===== config.mk =====
export PLATFORM = sky130hd
export DESIGN_NAME = call_writer_flat
export DESIGN_NICKNAME = d
export VERILOG_FILES = /design/src/rtl/call_writer_if.sv /design/src/rtl/call_writer.sv /design/src/flat_wrapper.sv
export SDC_FILE = /design/constraint.sdc
export NUM_CORES = 1
export LEC_CHECK = 0
export ABC_AREA = 1
export BUFFER_PORTS_ARGS = -buffer_cell sky130_fd_sc_hd__buf_4
export CORE_MARGIN = 1.5
export CORE_UTILIZATION = 55
export CTS_BUF_LIST = sky130_fd_sc_hd__clkbuf_2
export DETAILED_ROUTE_END_ITERATION = 12
export PLACE_DENSITY = 0.9
export SYNTH_ARGS = -nofsm -noshare
export SYNTH_HDL_FRONTEND = slang
export SYNTH_SLANG_ARGS = --single-unit

===== constraint.sdc =====
create_clock -name clk -period 2.65 [get_ports clk]
set_input_delay 0.53 -clock clk [delete_from_list [all_inputs] [get_ports clk]]
set_output_delay 0.53 -clock clk [all_outputs]
set_load 0.03 [all_outputs]

===== src/rtl/call_writer_if.sv =====
// Bundle between the call source/floor register file and call_writer.
// Master drives calls and clears; slave produces the register write word.
interface call_writer_if #(
  parameter int FLOORS = 8,
  parameter int DATA_W = 5
);
  localparam int IW = $clog2(FLOORS);

  logic [FLOORS-1:0] call_req;
  logic [FLOORS-1:0] call_dir;
  logic              clear_req;
  logic [IW-1:0]     clear_floor;
  logic [IW-1:0]     wr_regnum;
  logic [DATA_W-1:0] wr_data;
  logic              busy;

  modport master (
    output call_req, call_dir, clear_req, clear_floor,
    input  wr_regnum, wr_data, busy
  );

  modport slave (
    input  call_req, call_dir, clear_req, clear_floor,
    output wr_regnum, wr_data, busy
  );
endinterface


===== src/rtl/call_writer.sv =====
// Turns floor call pulses and clears into one floor-register write per cycle.
// Build option CALL_WRITER_REFRESH_EN: idle cycles sweep shadow state.
module call_writer #(
  parameter int FLOORS = 8,
  parameter int DATA_W = 5
) (
  input logic         clk,
  input logic         reset,
  call_writer_if.slave bus
);
  localparam int IW = $clog2(FLOORS);

  logic [FLOORS-1:0] pending, pending_n;
  logic [FLOORS-1:0] pdir, pdir_n;
  logic [FLOORS-1:0] sh_act, sh_act_n;
  logic [FLOORS-1:0] sh_dir, sh_dir_n;
  logic [IW-1:0]     rr_ptr, rr_n;
  logic [IW-1:0]     regnum, regnum_n;
  logic [DATA_W-1:0] data, data_n;
  logic              busy_q;

  logic [FLOORS-1:0] pend_eff;
  logic [FLOORS-1:0] dir_eff;
  logic [IW-1:0]     sel;
  logic [IW-1:0]     idx;
  logic [IW-1:0]     cf;
  logic              found;

`ifdef CALL_WRITER_REFRESH_EN
  logic [IW-1:0]     ref_ptr, ref_n;
`endif

  assign bus.wr_regnum = regnum;
  assign bus.wr_data   = data;
  assign bus.busy      = busy_q;

  // Round-robin pick over pending plus this cycle's calls, from rr_ptr.
  always_comb begin
    pend_eff = pending | bus.call_req;
    dir_eff  = (pdir & ~bus.call_req)
             | (bus.call_dir & bus.call_req);
    found = 1'b0;
    sel   = '0;
    idx   = '0;
    for (int i = 0; i < FLOORS; i++) begin
      idx = rr_ptr + IW'(i);
      if (!found && pend_eff[idx]) begin
        found = 1'b1;
        sel   = idx;
      end
    end
  end

  // Write arbitration: clear beats a call, a call beats an idle write.
  always_comb begin
    cf        = bus.clear_floor;
    pending_n = pend_eff;
    pdir_n    = dir_eff;
    sh_act_n  = sh_act;
    sh_dir_n  = sh_dir;
    rr_n      = rr_ptr;
    regnum_n  = regnum;
    data_n    = data;
`ifdef CALL_WRITER_REFRESH_EN
    ref_n     = ref_ptr;
`endif
    if (bus.clear_req) begin
      pending_n[cf] = 1'b0;
      pdir_n[cf]    = pdir[cf];
      sh_act_n[cf]  = 1'b0;
      regnum_n      = cf;
      data_n        = {1'b0, sh_dir[cf], cf};
    end else if (found) begin
      pending_n[sel] = 1'b0;
      sh_act_n[sel]  = 1'b1;
      sh_dir_n[sel]  = dir_eff[sel];
      rr_n           = sel + IW'(1);
      regnum_n       = sel;
      data_n         = {1'b1, dir_eff[sel], sel};
    end else begin
`ifdef CALL_WRITER_REFRESH_EN
      regnum_n = ref_ptr;
      data_n   = {sh_act[ref_ptr], sh_dir[ref_ptr], ref_ptr};
      ref_n    = ref_ptr + IW'(1);
`endif
    end
  end

  // State and registered write word; reset drops everything at once.
  always_ff @(posedge clk or negedge reset) begin
    if (!reset) begin
      pending <= '0;
      pdir    <= '0;
      sh_act  <= '0;
      sh_dir  <= '0;
      rr_ptr  <= '0;
      regnum  <= '0;
      data    <= '0;
      busy_q  <= 1'b0;
    end else begin
      pending <= pending_n;
      pdir    <= pdir_n;
      sh_act  <= sh_act_n;
      sh_dir  <= sh_dir_n;
      rr_ptr  <= rr_n;
      regnum  <= regnum_n;
      data    <= data_n;
      busy_q  <= |pending_n;
    end
  end

`ifdef CALL_WRITER_REFRESH_EN
  // Refresh sweep pointer, advanced only on idle cycles.
  always_ff @(posedge clk or negedge reset) begin
    if (!reset) ref_ptr <= '0;
    else        ref_ptr <= ref_n;
  end
`endif
endmodule


===== src/flat_wrapper.sv =====
// flat-port wrapper written by rule: the top's interface ports become plain ports
module call_writer_flat 
#(
  parameter int FLOORS = 8,
  parameter int DATA_W = 5
)
  (clk, reset, bus_call_req, bus_call_dir, bus_clear_req, bus_clear_floor, bus_wr_regnum, bus_wr_data, bus_busy);
  call_writer_if #(.FLOORS(FLOORS), .DATA_W(DATA_W)) bus_i ();
  input logic clk;
  input logic reset;
  input wire logic [$bits(bus_i.call_req)-1:0] bus_call_req;
  input wire logic [$bits(bus_i.call_dir)-1:0] bus_call_dir;
  input wire logic [$bits(bus_i.clear_req)-1:0] bus_clear_req;
  input wire logic [$bits(bus_i.clear_floor)-1:0] bus_clear_floor;
  output wire logic [$bits(bus_i.wr_regnum)-1:0] bus_wr_regnum;
  output wire logic [$bits(bus_i.wr_data)-1:0] bus_wr_data;
  output wire logic [$bits(bus_i.busy)-1:0] bus_busy;
  assign bus_i.call_req = bus_call_req;
  assign bus_i.call_dir = bus_call_dir;
  assign bus_i.clear_req = bus_clear_req;
  assign bus_i.clear_floor = bus_clear_floor;
  assign bus_wr_regnum = bus_i.wr_regnum;
  assign bus_wr_data = bus_i.wr_data;
  assign bus_busy = bus_i.busy;
  call_writer #(.FLOORS(FLOORS), .DATA_W(DATA_W)) u_core (.clk(clk), .reset(reset), .bus(bus_i));
endmodule

After elaboration in Yosys (flattened, before gate mapping)
Index checks and enable logic that the tools add are counted.
{"block": "op_classes", "addsub": 8, "n_lt_le_gt_ge": 12, "mux": 51, "bitwise_logic": 10, "reduce_logical": 19}
{"operator": "3-bit by 4-bit < comparator with 1-bit output, second input constant", "count": 10}
{"operator": "1-bit binary-select mux with 3-bit select", "count": 11}
{"operator": "8-bit bitwise AND", "count": 4}
{"operator": "3-bit 2-to-1 mux", "count": 10}
{"operator": "8-bit 2-to-1 mux", "count": 3}
{"operator": "8-bit inverter", "count": 3}
{"operator": "1-bit 2-to-1 mux", "count": 21}
{"operator": "8-bit bitwise mux", "count": 2}
{"operator": "8-bit OR", "count": 2}
{"operator": "3-bit adder, second input constant", "count": 4}
{"operator": "5-bit 2-to-1 mux", "count": 2}
{"operator": "1-bit logical AND", "count": 9}
{"operator": "8-bit OR reduction", "count": 1}
{"operator": "1-bit logical NOT", "count": 7}
{"operator": "3-bit by 1-bit adder with 3-bit output, second input constant", "count": 2}
{"operator": "3-bit by 2-bit adder with 3-bit output, second input constant", "count": 2}
{"operator": "1-bit demux with 3-bit select", "count": 2}
{"operator": "3-bit by 1-bit >= comparator with 1-bit output, second input constant", "count": 2}
{"operator": "2-bit AND reduction", "count": 1}
{"operator": "2-bit nonzero test", "count": 1}
{"operator": "1-bit inverter", "count": 1}
{"block": "word_totals", "regBits": 36, "in_bits": 22, "word_cells": 107}

Logic depth before layout (Yosys ltp)
Gate-level depths: netlist (run 1).
{"block": "logic_depth", "ltp_word": 34, "ltp_mapped": 24, "mapped_depth_nobuf": 22}

Worst setup path after synthesis (run 1)
Ideal clock, no wire load.
{"block": "synth_timing", "path_kind": "register to register", "from": "register u_core.rr_ptr[0]", "to": "register u_core.busy_q (netlist: u_core.bus.busy)", "setup_time_ns": 0.119, "arrival_ns": 2.577, "t_required_ns": 2.531, "path_slack_ns": -0.045, "stages_incl_launch_ff": 25, "n_path_buf": 2, "cell_sequence": "dfrtp_1 buf_6 inv_4 buf_12 ha_1 inv_2 nand3_2 nand2_2 nand2_2 nand2_4 inv_4 nand2_2 nor2_2 nand2_2 nand2_2 nor2_4 nand3_4 nand2_4 inv_2 nor2_8 nand2_1 nand2_1 nand2_1 nor2_1 nand2_1"}
{"block": "synth_between", "elab_chain_len": 33, "word_cells_on_any_way": 63, "classes_between": "add/sub: 7; order compare: 2; mux: 36; bitwise: 2; reduce/logical: 16"}
{"item": "from (decl)", "line_no": "call_writer.sv:17", "text": "logic [IW-1:0] rr_ptr, rr_n;"}
{"item": "from (signal assigned)", "line_no": "call_writer.sv:105", "text": "rr_ptr <= rr_n;"}
{"item": "branches (longest 30 deep; another with 3-bit by 1-bit adder with 3-bit output)"}
{"item": "8-bit 2-to-1 mux *", "line_no": "call_writer.sv:73", "text": "end else if (found) begin"}
{"item": "8-bit 2-to-1 mux *", "line_no": "call_writer.sv:67", "text": "if (bus.clear_req) begin"}
{"item": "8-bit OR reduction *", "line_no": "call_writer.sv:108", "text": "busy_q <= |pending_n;"}
{"item": "to (signal assigned)", "line_no": "call_writer.sv:108"}
{"item": "to (decl)", "line_no": "call_writer.sv:20", "text": "logic busy_q;"}
Mark *: on every way between the ends. The select of a mux whose other input is x is not followed.
A chain may end at the register's enable or synchronous reset.

Final worst setup path (run 1)
Same ends and word-level chain as after synthesis.

==> metrics.cfg, run 1 <==
[routing]
drc = 0
vias = 3190
drt_iter0_drc = 288
drtAntennaViolNets = 0
first_pass_iters = 5
wl_per_cell_um = 16.7
wl_mm = 9.23
via_per_inst = 5.78

[timing]
worst_slack_ps = -106
final.setup.tns_ps = -1010
post-route-period-util_pct = 104
clock-skew-final_ps = 29.8
timing.final.crit_period_ps = 2760
max_freq_mhz = 363
finalHoldViolations = 0
rsz0062_at_grt = yes
worstMarginPinSlew_ps = 478
finalMaxSlewViolations = 0
slew_headroom_pct = 68.0
setup_viol = 13

[setup_path]
rr_worst_depth = 19
cp_max_fo = 4
rr_endpoint = u_core.bus.busy
startpoint_type = register
crit_path_end_kind = register
crit_arrival_ps = 3070
timing.rr.start = u_core.rr_ptr[0]
critPathKind = register to register
worstPathRequired_ps = 2970
r2r_setup_slack_ps = -110

[yosys]
ys_warn_count = 0
avgSynthCellArea_sq_um = 7.03
yosysUniqueCellTypes = 42
yosysTopAreaCell = dfrtp_1
synth_ff_type = dfrtp_1
yosysSeqAreaShare_pct = 29.8
yosysMostFrequentCell = nand2_1
synthesis.area_sq_um = 2780
synthCells = 395
synth_common_cells = nand2_1 (100), nor2_1 (55), dfrtp_1 (33), inv_1 (33), nand3_1 (30)
synth_seq_cells = 33
synth_top_area_share_pct = 29.8
synth-edff-count = 0
synth-async-reset-ratio_pct = 100
syn_nets = 419
ys_top_cells_by_area = dfrtp_1 (30%), nand2_1 (14%), nor2_1 (7.4%)

[layout]
final_core_util_pct = 80.1
regArea_sq_um = 827
fin_cells = 552
multi_input_area_sq_um = 1970
final_area_sq_um = 3830
drive_above_1_share_pct = 43.3
syn_to_final_growth_pct = 38.1
num-nets-final = 509
nFillCells = 308
antenna_cells = 0

[die]
start_util_pct = 58.0
die_w_um = 74.0
fp.dieH_um = 74.0
coreArea_sq_um = 4790
io_pins = 31
die_area_sq_um = 5480
rows = 25

[global_routing]
antenna_found_initial = 0
track_usage_pct = 33.0
grt_pass1_vias = 3148
globalRouteOverflowTotal = 0
grt_pass1_wl_mm = 13.9
grt_max_degree = 34

[clocking]
clk_path_buf_depth = 2
cts_root_buf = clkbuf_2
cts_made_buffers = 5
cts_tree = done
clk_latency_ps = 390
cts.sinks = 33
path_clk_slew_ps = 190
htree_levels = 2

[placed_design]
place_area_sq_um = 3400
gp_congestion = 1.00
dp_hpwl_mm = 6.34
placed_cells = 533
portBuffers = 30

[flow_run]
cap_violations = 0

[min_path]
hold_class = input pin to asynchronous set/reset pin

[status]
violations = negative setup slack
status = finished with violations

## cell type report
cell class / instances / area share [%]
inverters: 50 / 5.16
repair buffers: 90 / 18.6
multi-input cells: 305 / 51.5
clock buffers: 6 / 0.784
well taps: 67 / 2.19
clock inverters: 1 / 0.0980
flip-flops and latches: 33 / 21.6
## critical path: stages, from the launching register on
cell     delay (ps)
dfrtp_1         460
buf_6           150
ha_4            170
xnor2_4         140
buf_4           160
nand2_4          80
nand2_8          80
inv_4            60
nand4_1         130
nor2_4          170
nand4_4         170
nor2_4          180
nor2_4           70
buf_4           140
nor2_2          140
nand2_2         110
nand2_2         100
nand2_1          50
nor2_1           80
nand2_1          50
## flip-flops by register name (all words and copies together) (netlist names)
name,flops
u_core.rr_ptr,3
u_core.pdir,8
u_core.pending,8
u_core.bus.busy,1
u_core.bus.wr_data,5
u_core.sh_dir,8
## layer usage
layer  routed length, um  global-route usage, %  up-vias
met5                   0                      0        -
met2                4780                   57.7      190
met4                 550                   21.6        0
li1                    -                      -     1449
met1                3310                   37.1     1488
met3                 578                   5.01       63
## cells by family (layout without fill, tap and decap cells)
group	count (synthesis)	after routing	synth area share, %
AO/OA/AOI/OAI	45	45	9.78
AND/OR/NAND/NOR	249	250	46.4
flip-flops	33	33	29.8
buffers and inverters	58	147	9.47
XOR/XNOR	3	3	1.76
adder cells (fa/ha/maj)	2	2	0.902
multiplexers	5	5	1.94
## through the flow
step                      hold slack (ps)  setup slack [ps]
after floorplan                       234              17.2
after global placement                464              -170
after detailed placement              469              -304
after CTS                            60.2             -37.6
after global routing                 69.9              -291
final                                41.9              -106
## cells in the final DEF, fill, tap and decap left out, drive strengths merged
cell / count
xnor2: 2
o32ai: 1
o21ai: 23
nand3: 41
ha: 2
o22ai: 1
mux2i: 2
o211ai: 3
nor3: 1
nand2: 127
a21oi: 13
a2111oi: 1
buf: 90
dfrtp: 33
a31oi: 1
nand3b: 1
a211oi: 1
clkbuf: 6
nand4: 11
clkinv: 3
nor2: 69
mux2: 3
xor2: 1
inv: 48
o21bai: 1
## worst max path at each step
| stage | cells past startpoint | start | endpoint | slack (ps) |
|---|---|---|---|---|
| after CTS | 19 | u_core.rr_ptr[0] | u_core.bus.busy | -40 |
| after floorplan | 24 | u_core.rr_ptr[0] | u_core.bus.busy | 20 |
| after global placement | 17 | bus_call_req[5] | u_core.bus.busy | -170 |
| final | 19 | u_core.rr_ptr[0] | u_core.bus.busy | -110 |
| after global routing | 20 | u_core.rr_ptr[1] | u_core.bus.busy | -290 |
| after detailed placement | 21 | bus_call_req[0] | u_core.bus.busy | -300 |
## repair_timing
| item | 4_1_cts | 5_1_grt |
|---|---|---|
| pin swaps | 22 | 16 |
| gates cloned | 0 | 1 |
| setup buffers | 10 | 1 |
| hold endpoints to repair | 0 | 0 |
| endpoints found under the setup margin | 17 | 22 |
| hold buffers | 0 | 0 |
| gates resized for setup | 26 | 42 |
Power of run 1 is left out: the tool's default activity adds up to more than one toggle a clock period on the data nets, which glitch-free logic cannot reach.
==> run 2, diff against run 1 <==
ABC_AREA = 0   (was 1)
CORE_UTILIZATION = 56   (was 55)
MAX_ROUTING_LAYER = met4   (was not set)
==> run 2 against run 1 <==
Net effect:
- the flow still finishes with violations (negative setup slack)
- wire length increased by 46%
- maximum frequency decreased by 20%
- synthesized cell count decreased by 24%
- critical endpoint is now u_core.bus.wr_data[3]
- worst setup slack got worse by 700 ps
- non-clock buffer count increased by 62
==> metrics.cfg, run 2 <==
[layout]
nFillCells = 239  ; -22%
drive_above_1_share_pct = 56.7  ; +13 points
multi_input_area_sq_um = 2310  ; +17%
syn_to_final_growth_pct = 51.4
num-nets-final = 464  ; -8.8%
layout_common_cells = buf_4 (135), dfrtp_1 (30), nor2_1 (25)
regArea_sq_um = 830  ; +0.30%
final_core_util_pct = 88.1  ; +8.1 points
antenna_cells = 0  ; unchanged
largest_registers = u_core.pdir: 8 flops, u_core.pending: 8 flops, u_core.sh_dir: 8 flops
fin_cells = 511  ; -7.4%
final_common_cell = buf_4

[setup_path]
timing.rr.start = u_core.rr_ptr[0]
cp_top_family = multiplexers
crit_buf_inv = 3  ; -1
cp_slowest_cell = mux4_2
worstPathRequired_ps = 3010  ; +40 ps
crit_arrival_ps = 3810  ; +740 ps
critPathKind = register to register
startpoint_type = register
cp-startpoint = u_core.rr_ptr[0]
slowest_delay_ps = 580  ; +120 ps
crit_path_end_kind = register
cpMostUsedCell = mux4_2
cp_max_fo = 9  ; +5
crit_chain = inv_4, ha_4, xor2_4, buf_6, mux4_2, mux2_4, o211ai_1, a32oi_2, o22ai_4, mux4_2, mux2i_4, buf_12, o211a_1

[status]
violations = negative setup slack
status = finished with violations

[clocking]
path_clk_slew_ps = 180  ; about the same
clk_path_buf_depth = 2  ; unchanged
cts_tree = done
clk_latency_ps = 410  ; +20 ps
cts.sinks = 33  ; unchanged
cts_root_buf = clkbuf_2
htree_levels = 2  ; unchanged
cts_made_buffers = 5  ; unchanged
ctsHoldBuffers = 0  ; unchanged

[routing]
wl_mm = 13.4  ; +46%
drt_iter0_drc = 577  ; +100%
first_pass_iters = 5  ; unchanged
drtAntennaViolNets = 0  ; unchanged
drc = 0  ; unchanged
vias = 3638  ; +14%
via_per_inst = 7.12  ; +23%
wl_per_cell_um = 26.3  ; +57%

[timing]
max_freq_mhz = 290  ; -20%
rsz0062_at_grt = yes
clock-skew-final_ps = 20.3  ; -9.48 ps
finalMaxSlewViolations = 0  ; unchanged
finalHoldViolations = 0  ; unchanged
post-route-period-util_pct = 130  ; +26 points
fin_hold_ws_ps = 27.3  ; -14.6 ps
timing.final.crit_period_ps = 3450  ; +695 ps
worstMarginPinSlew_ps = 626  ; +148 ps
worst_slack_ps = -802  ; -695 ps
slew_headroom_pct = 57.9  ; -10 points
setup_viol = 25  ; +12

[placed_design]
portBuffers = 30  ; unchanged
pre_cts_ws_ps = -1020  ; -717 ps
dp_hpwl_mm = 8.92  ; +41%
placed_cells = 485  ; -9.0%
gp_congestion = 1.07  ; +7.1%

[yosys]
ys_warn_count = 0  ; unchanged
synth-async-reset-ratio_pct = 100  ; unchanged
synth-edff-count = 0  ; unchanged
synth_ff_type = dfrtp_1
yosysSeqAreaShare_pct = 27.6  ; -2.2 points
synthesis.area_sq_um = 2990  ; +7.8%
syn_nets = 325  ; -22%
synthCells = 301  ; -24%
synth_seq_cells = 33  ; unchanged
yosysTopAreaCell = dfrtp_1
synth_common_cells = dfrtp_1 (33), nor2_1 (33), mux2i_1 (25)
ys_top_cells_by_area = dfrtp_1 (28%), mux4_2 (14%), mux2i_1 (8.4%)
avgSynthCellArea_sq_um = 9.94  ; +41%
synth_top_area_share_pct = 27.6  ; -2.2 points
yosysUniqueCellTypes = 66  ; +57%

[die]
rows = 26  ; +4.0%
die_area_sq_um = 5790  ; +5.6%
fp.dieH_um = 76.1  ; +2.8%
coreArea_sq_um = 5140  ; +7.4%
start_util_pct = 58.2  ; +0.22 points
io_pins = 31  ; unchanged
die_w_um = 76.1  ; +2.8%

[global_routing]
antenna_found_initial = 0  ; unchanged
grt_max_degree = 34  ; unchanged
track_usage_pct = 51.7  ; +19 points
globalRouteOverflowTotal = 0  ; unchanged
grt_pass1_wl_mm = 21.9  ; +57%
grt_pass1_vias = 3952  ; +26%

[pwr]
switching_share_pct = 46.0
clockPowerShare_pct = 3.5
leakage_nw = 2.00
p_sw_mw = 3.18
p_int_mw = 3.73
power_density_nw_per_um2 = 1530
comb_power_share_pct = 83.9
vdd_drop_max_mv = 1.00
seq_power_share_pct = 12.7

[flow_run]
cap_violations = 0  ; unchanged

[min_path]
hold_class = input pin to asynchronous set/reset pin

[run 2: cell count changes after synthesis, sizes merged, moves of 7 or more]
cell	previous run	this run
nand2	126	21
inv	48	6
nand3	41	4
nor2	69	33
mux2i	2	26
mux4	0	19
nor3	1	14
o21ai	23	11
mux2	3	12
or2	0	9
nand4	11	3
clkbuf	1	8
[run 2: layer usage]
| metal | part of all wire [%] | wire [um] | up-vias | global-route usage, % |
|---|---|---|---|---|
| met5 | 0 | 0 | - | - |
| met4 | 11 | 1530 | 0 | 47.8 |
| met3 | 11 | 1490 | 172 | 24.9 |
| met2 | 46 | 6250 | 368 | 77.3 |
| met1 | 31 | 4170 | 1675 | 48.5 |
| li1 | - | - | 1423 | - |
[run 2: path summary, 6_finish.rpt]
check	endpoint	slack, ps	depth (start not counted)
setup / recovery	u_core.bus.wr_data[3]	-800	13
hold / removal	u_core.pdir[3]	30	1
setup reg to reg	u_core.bus.wr_data[3]	-800	13
hold reg to reg	u_core.sh_dir[0]	540	1
max in group asynchronous	u_core.sh_dir[3]	2300	1
min in group clk	u_core.bus.wr_data[4]	420	2
[run 2: power groups by stage]
stage	logic [mW]	clock network, mW	registers [mW]
global placement	4.28	0	0.838
detailed placement	4.54	0	0.851
finish	5.79	0.239	0.876
floorplan	2.73	0	0.864
CTS	5.40	0.238	0.842
global route	6.01	0.264	0.874
[run 2: cell type report]
type	instances	share of cell area, %
inverter	7	0.829
clock inverter	3	0.276
tap	70	1.93
clock buffer	5	0.552
sequential	33	18.3
timing repair buffer	152	27.1
multi-input combinational	241	51.0
[run 2: cell families (layout without fill, tap and decap cells)]
family | count (synthesis) | count (layout) | synth area share, %
AND/OR/NAND/NOR | 106 | 106 | 17.9
AO/OA/AOI/OAI | 71 | 71 | 18.0
multiplexers | 57 | 57 | 28.8
flip-flops | 33 | 33 | 27.6
buffers and inverters | 27 | 167 | 4.89
XOR/XNOR | 5 | 5 | 1.97
adder cells (fa/ha/maj) | 2 | 2 | 0.836
[run 2: what timing repair did]
action | 4_1_cts | 5_1_grt
setup endpoints to repair | 25 | 25
pin swaps | 11 | 5
resized for setup | 37 | 8
buffers inserted | 17 | 2
[run 2: metrics by stage]
| stage | TNS [ps] | area (sq um) | power (mW) |
|---|---|---|---|
| 2_1_floorplan | -6500 | 3160 | 3.60 |
| 3_3_place_gp | -14620 | 4140 | 5.12 |
| 3_5_place_dp | -19660 | 4140 | 5.39 |
| 4_1_cts | -13670 | 4500 | 6.48 |
| 5_1_grt | -19590 | 4530 | 7.15 |
| 6_report | -15640 | 4530 | 6.91 |
(Power assumes the default switching activity.)
==> run 3, diff against run 2 <==
PLACE_DENSITY = not set   (was 0.9)
PLACE_DENSITY_LB_ADDON = 0.1   (was not set)
SKIP_CTS_REPAIR_TIMING = 1   (was not set)
==> run 3 against run 2 <==
Net effect:
- the flow still finishes with violations (negative setup slack)
- combinational power decreased by 10%
- non-clock buffer count decreased by 17
- utilization decreased by 3.7 points
- wire length decreased by 6.4%
- final cell count decreased by 3.3%
- clock skew increased by 9.7 ps
- largest cell class unchanged
- largest power group unchanged
==> metrics.cfg, run 3 (synthesis gave the netlist of run 2 again) <==
[timing]
max_freq_mhz = 287  ; -0.85%
finalHoldViolations = 0  ; unchanged
setup_viol = 25  ; unchanged
post-route-period-util_pct = 131  ; +1.1 points
rsz0062_at_grt = yes
timing.final.crit_period_ps = 3480  ; +29.6 ps
finalMaxSlewViolations = 0  ; unchanged
slew_headroom_pct = 58.0  ; about the same
worst_slack_ps = -831  ; -29.6 ps
clock-skew-final_ps = 30.0  ; +9.66 ps
final.setup.tns_ps = -14590  ; +1050 ps
worstMarginPinSlew_ps = 626  ; -0.568 ps

[placed_design]
place_area_sq_um = 4080  ; -1.5%
portBuffers = 30  ; unchanged
gp_congestion = 1.04  ; -3.2%
pre_cts_ws_ps = -900  ; +121 ps
dp_hpwl_mm = 8.43  ; -5.5%

[layout]
final_core_util_pct = 84.5  ; -3.7 points
antenna_cells = 0  ; unchanged
layout_common_cells = buf_4 (124), dfrtp_1 (31), nor2_1 (25)
largest_registers = u_core.pdir: 8 flops, u_core.pending: 8 flops, u_core.sh_dir: 8 flops
final_area_sq_um = 4340  ; -4.1%
final_common_cell = buf_4
drive_above_1_share_pct = 54.2  ; -2.4 points
num-nets-final = 448  ; -3.4%
syn_to_final_growth_pct = 45.1

[clocking]
htree_levels = 2  ; unchanged
cts.sinks = 33  ; unchanged
cts_tree = done
cts_root_buf = clkbuf_2
cts_made_buffers = 5  ; unchanged
path_clk_slew_ps = 190  ; about the same
clk_latency_ps = 420  ; about the same
clk_path_buf_depth = 2  ; unchanged

[pwr]
seq_power_share_pct = 13.6  ; +0.9 points
p_int_mw = 3.39  ; -9.2%
comb_power_share_pct = 82.5  ; -1.4 points
switching_share_pct = 46.1  ; +0.10 points
leakage_nw = 1.92  ; -4.1%
power_density_nw_per_um2 = 1450  ; -5.1%
clockPowerShare_pct = 3.9  ; +0.4 points
vdd_drop_max_mv = 0.957  ; -4.5%
p_sw_mw = 2.90  ; -8.8%

[die]
io_pins = 31  ; unchanged
rows = 26  ; unchanged
die_area_sq_um = 5790  ; unchanged
fp.dieH_um = 76.1  ; unchanged
die_w_um = 76.1  ; unchanged
coreArea_sq_um = 5140  ; unchanged
start_util_pct = 58.2  ; unchanged

[setup_path]
rr_worst_depth = 13  ; unchanged
worstPathRequired_ps = 2990  ; -20 ps
crit_arrival_ps = 3820  ; about the same
r2r_setup_slack_ps = -830  ; -30 ps
critPathKind = register to register
startpoint_type = register
rr_endpoint = u_core.bus.wr_data[3]
cp_max_fo = 8  ; -1
timing.rr.start = u_core.rr_ptr[0]
crit_path_end_kind = register

[routing]
first_pass_iters = 5  ; unchanged
vias = 3347  ; -8.0%
drt_iter0_drc = 417  ; -28%
drtAntennaViolNets = 0  ; unchanged
drc = 0  ; unchanged
via_per_inst = 6.78  ; -4.8%
wl_mm = 12.6  ; -6.4%
wl_per_cell_um = 25.5  ; -3.1%

[flow_run]
cap_violations = 0  ; unchanged

[global_routing]
grt_pass1_vias = 3170  ; -20%
antenna_found_initial = 0  ; unchanged
grt_max_degree = 34  ; unchanged
grt_pass1_wl_mm = 16.8  ; -23%
track_usage_pct = 39.2  ; -13 points
globalRouteOverflowTotal = 0  ; unchanged

[min_path]
hold_class = input pin to asynchronous set/reset pin

[status]
violations = negative setup slack
status = finished with violations

run 3: cell types whose count changed in the layout (fill, tap and decap cells not counted), moves of 2 or more:
cell | before | now
buf_4 | 135 | 124
buf_6 | 14 | 8
nor3_1 | 10 | 8
nor3_2 | 1 | 3
run 3: metrics by stage:
step | hold slack (ps) | power [mW] | std cells
global route | 17.2 | 6.51 | 494
floorplan | 234 | 3.60 | 301
finish | 22.6 | 6.29 | 494
CTS | 58.2 | 5.50 | 482
global placement | 488 | 5.16 | 475
detailed placement | 487 | 5.28 | 475
run 3: how the worst max path moves through the flow:
stage,from,to,cells after the start
6_report,u_core.rr_ptr[0],u_core.bus.wr_data[3],13
5_1_grt,u_core.rr_ptr[0],u_core.bus.busy,13
4_1_cts,u_core.rr_ptr[0],u_core.bus.wr_data[3],13
3_5_place_dp,bus_call_req[5],u_core.bus.wr_data[3],10
3_3_place_gp,bus_call_req[3],u_core.sh_dir[4],10
2_1_floorplan,bus_call_req[5],u_core.sh_dir[0],9
run 3: area by class of cell:
cell class	instances	area, sq um
clock buffer	6	30.0
clock inverter	1	3.75
fill	278	798
inverter	7	33.8
multi-input combinational	242	2290
sequential	33	828
tap	70	87.6
timing repair buffer	135	1070
run 3: worst max-delay path, cell delays in order, from the launching register on:
cell       delay [ps]
dfrtp_2           470
buf_6             130
inv_4              60
buf_8             140
mux4_2            550
mux2i_1           180
buf_4             150
a2111oi_4          40
buf_4             180
buf_4             160
o22ai_4           260
mux4_2            620
mux2i_4           270
o211a_1           200
run 3: power groups by stage:
stage / clock network, mW / registers [mW] / logic [mW]
finish: 0.243 / 0.858 / 5.19
global route: 0.262 / 0.870 / 5.38
CTS: 0.224 / 0.823 / 4.46
detailed placement: 0 / 0.829 / 4.45
global placement: 0 / 0.826 / 4.34
floorplan: 0 / 0.864 / 2.73
run 3: layer usage:
layer	track usage (%)	up-vias	wire, um	part of all wire, %
met3	4.07	88	1200	9.5
met4	21.3	0	980	7.8
li1	-	1386	-	-
met1	45.9	1583	4340	34
met5	-	-	0	0
met2	66.5	290	6070	48
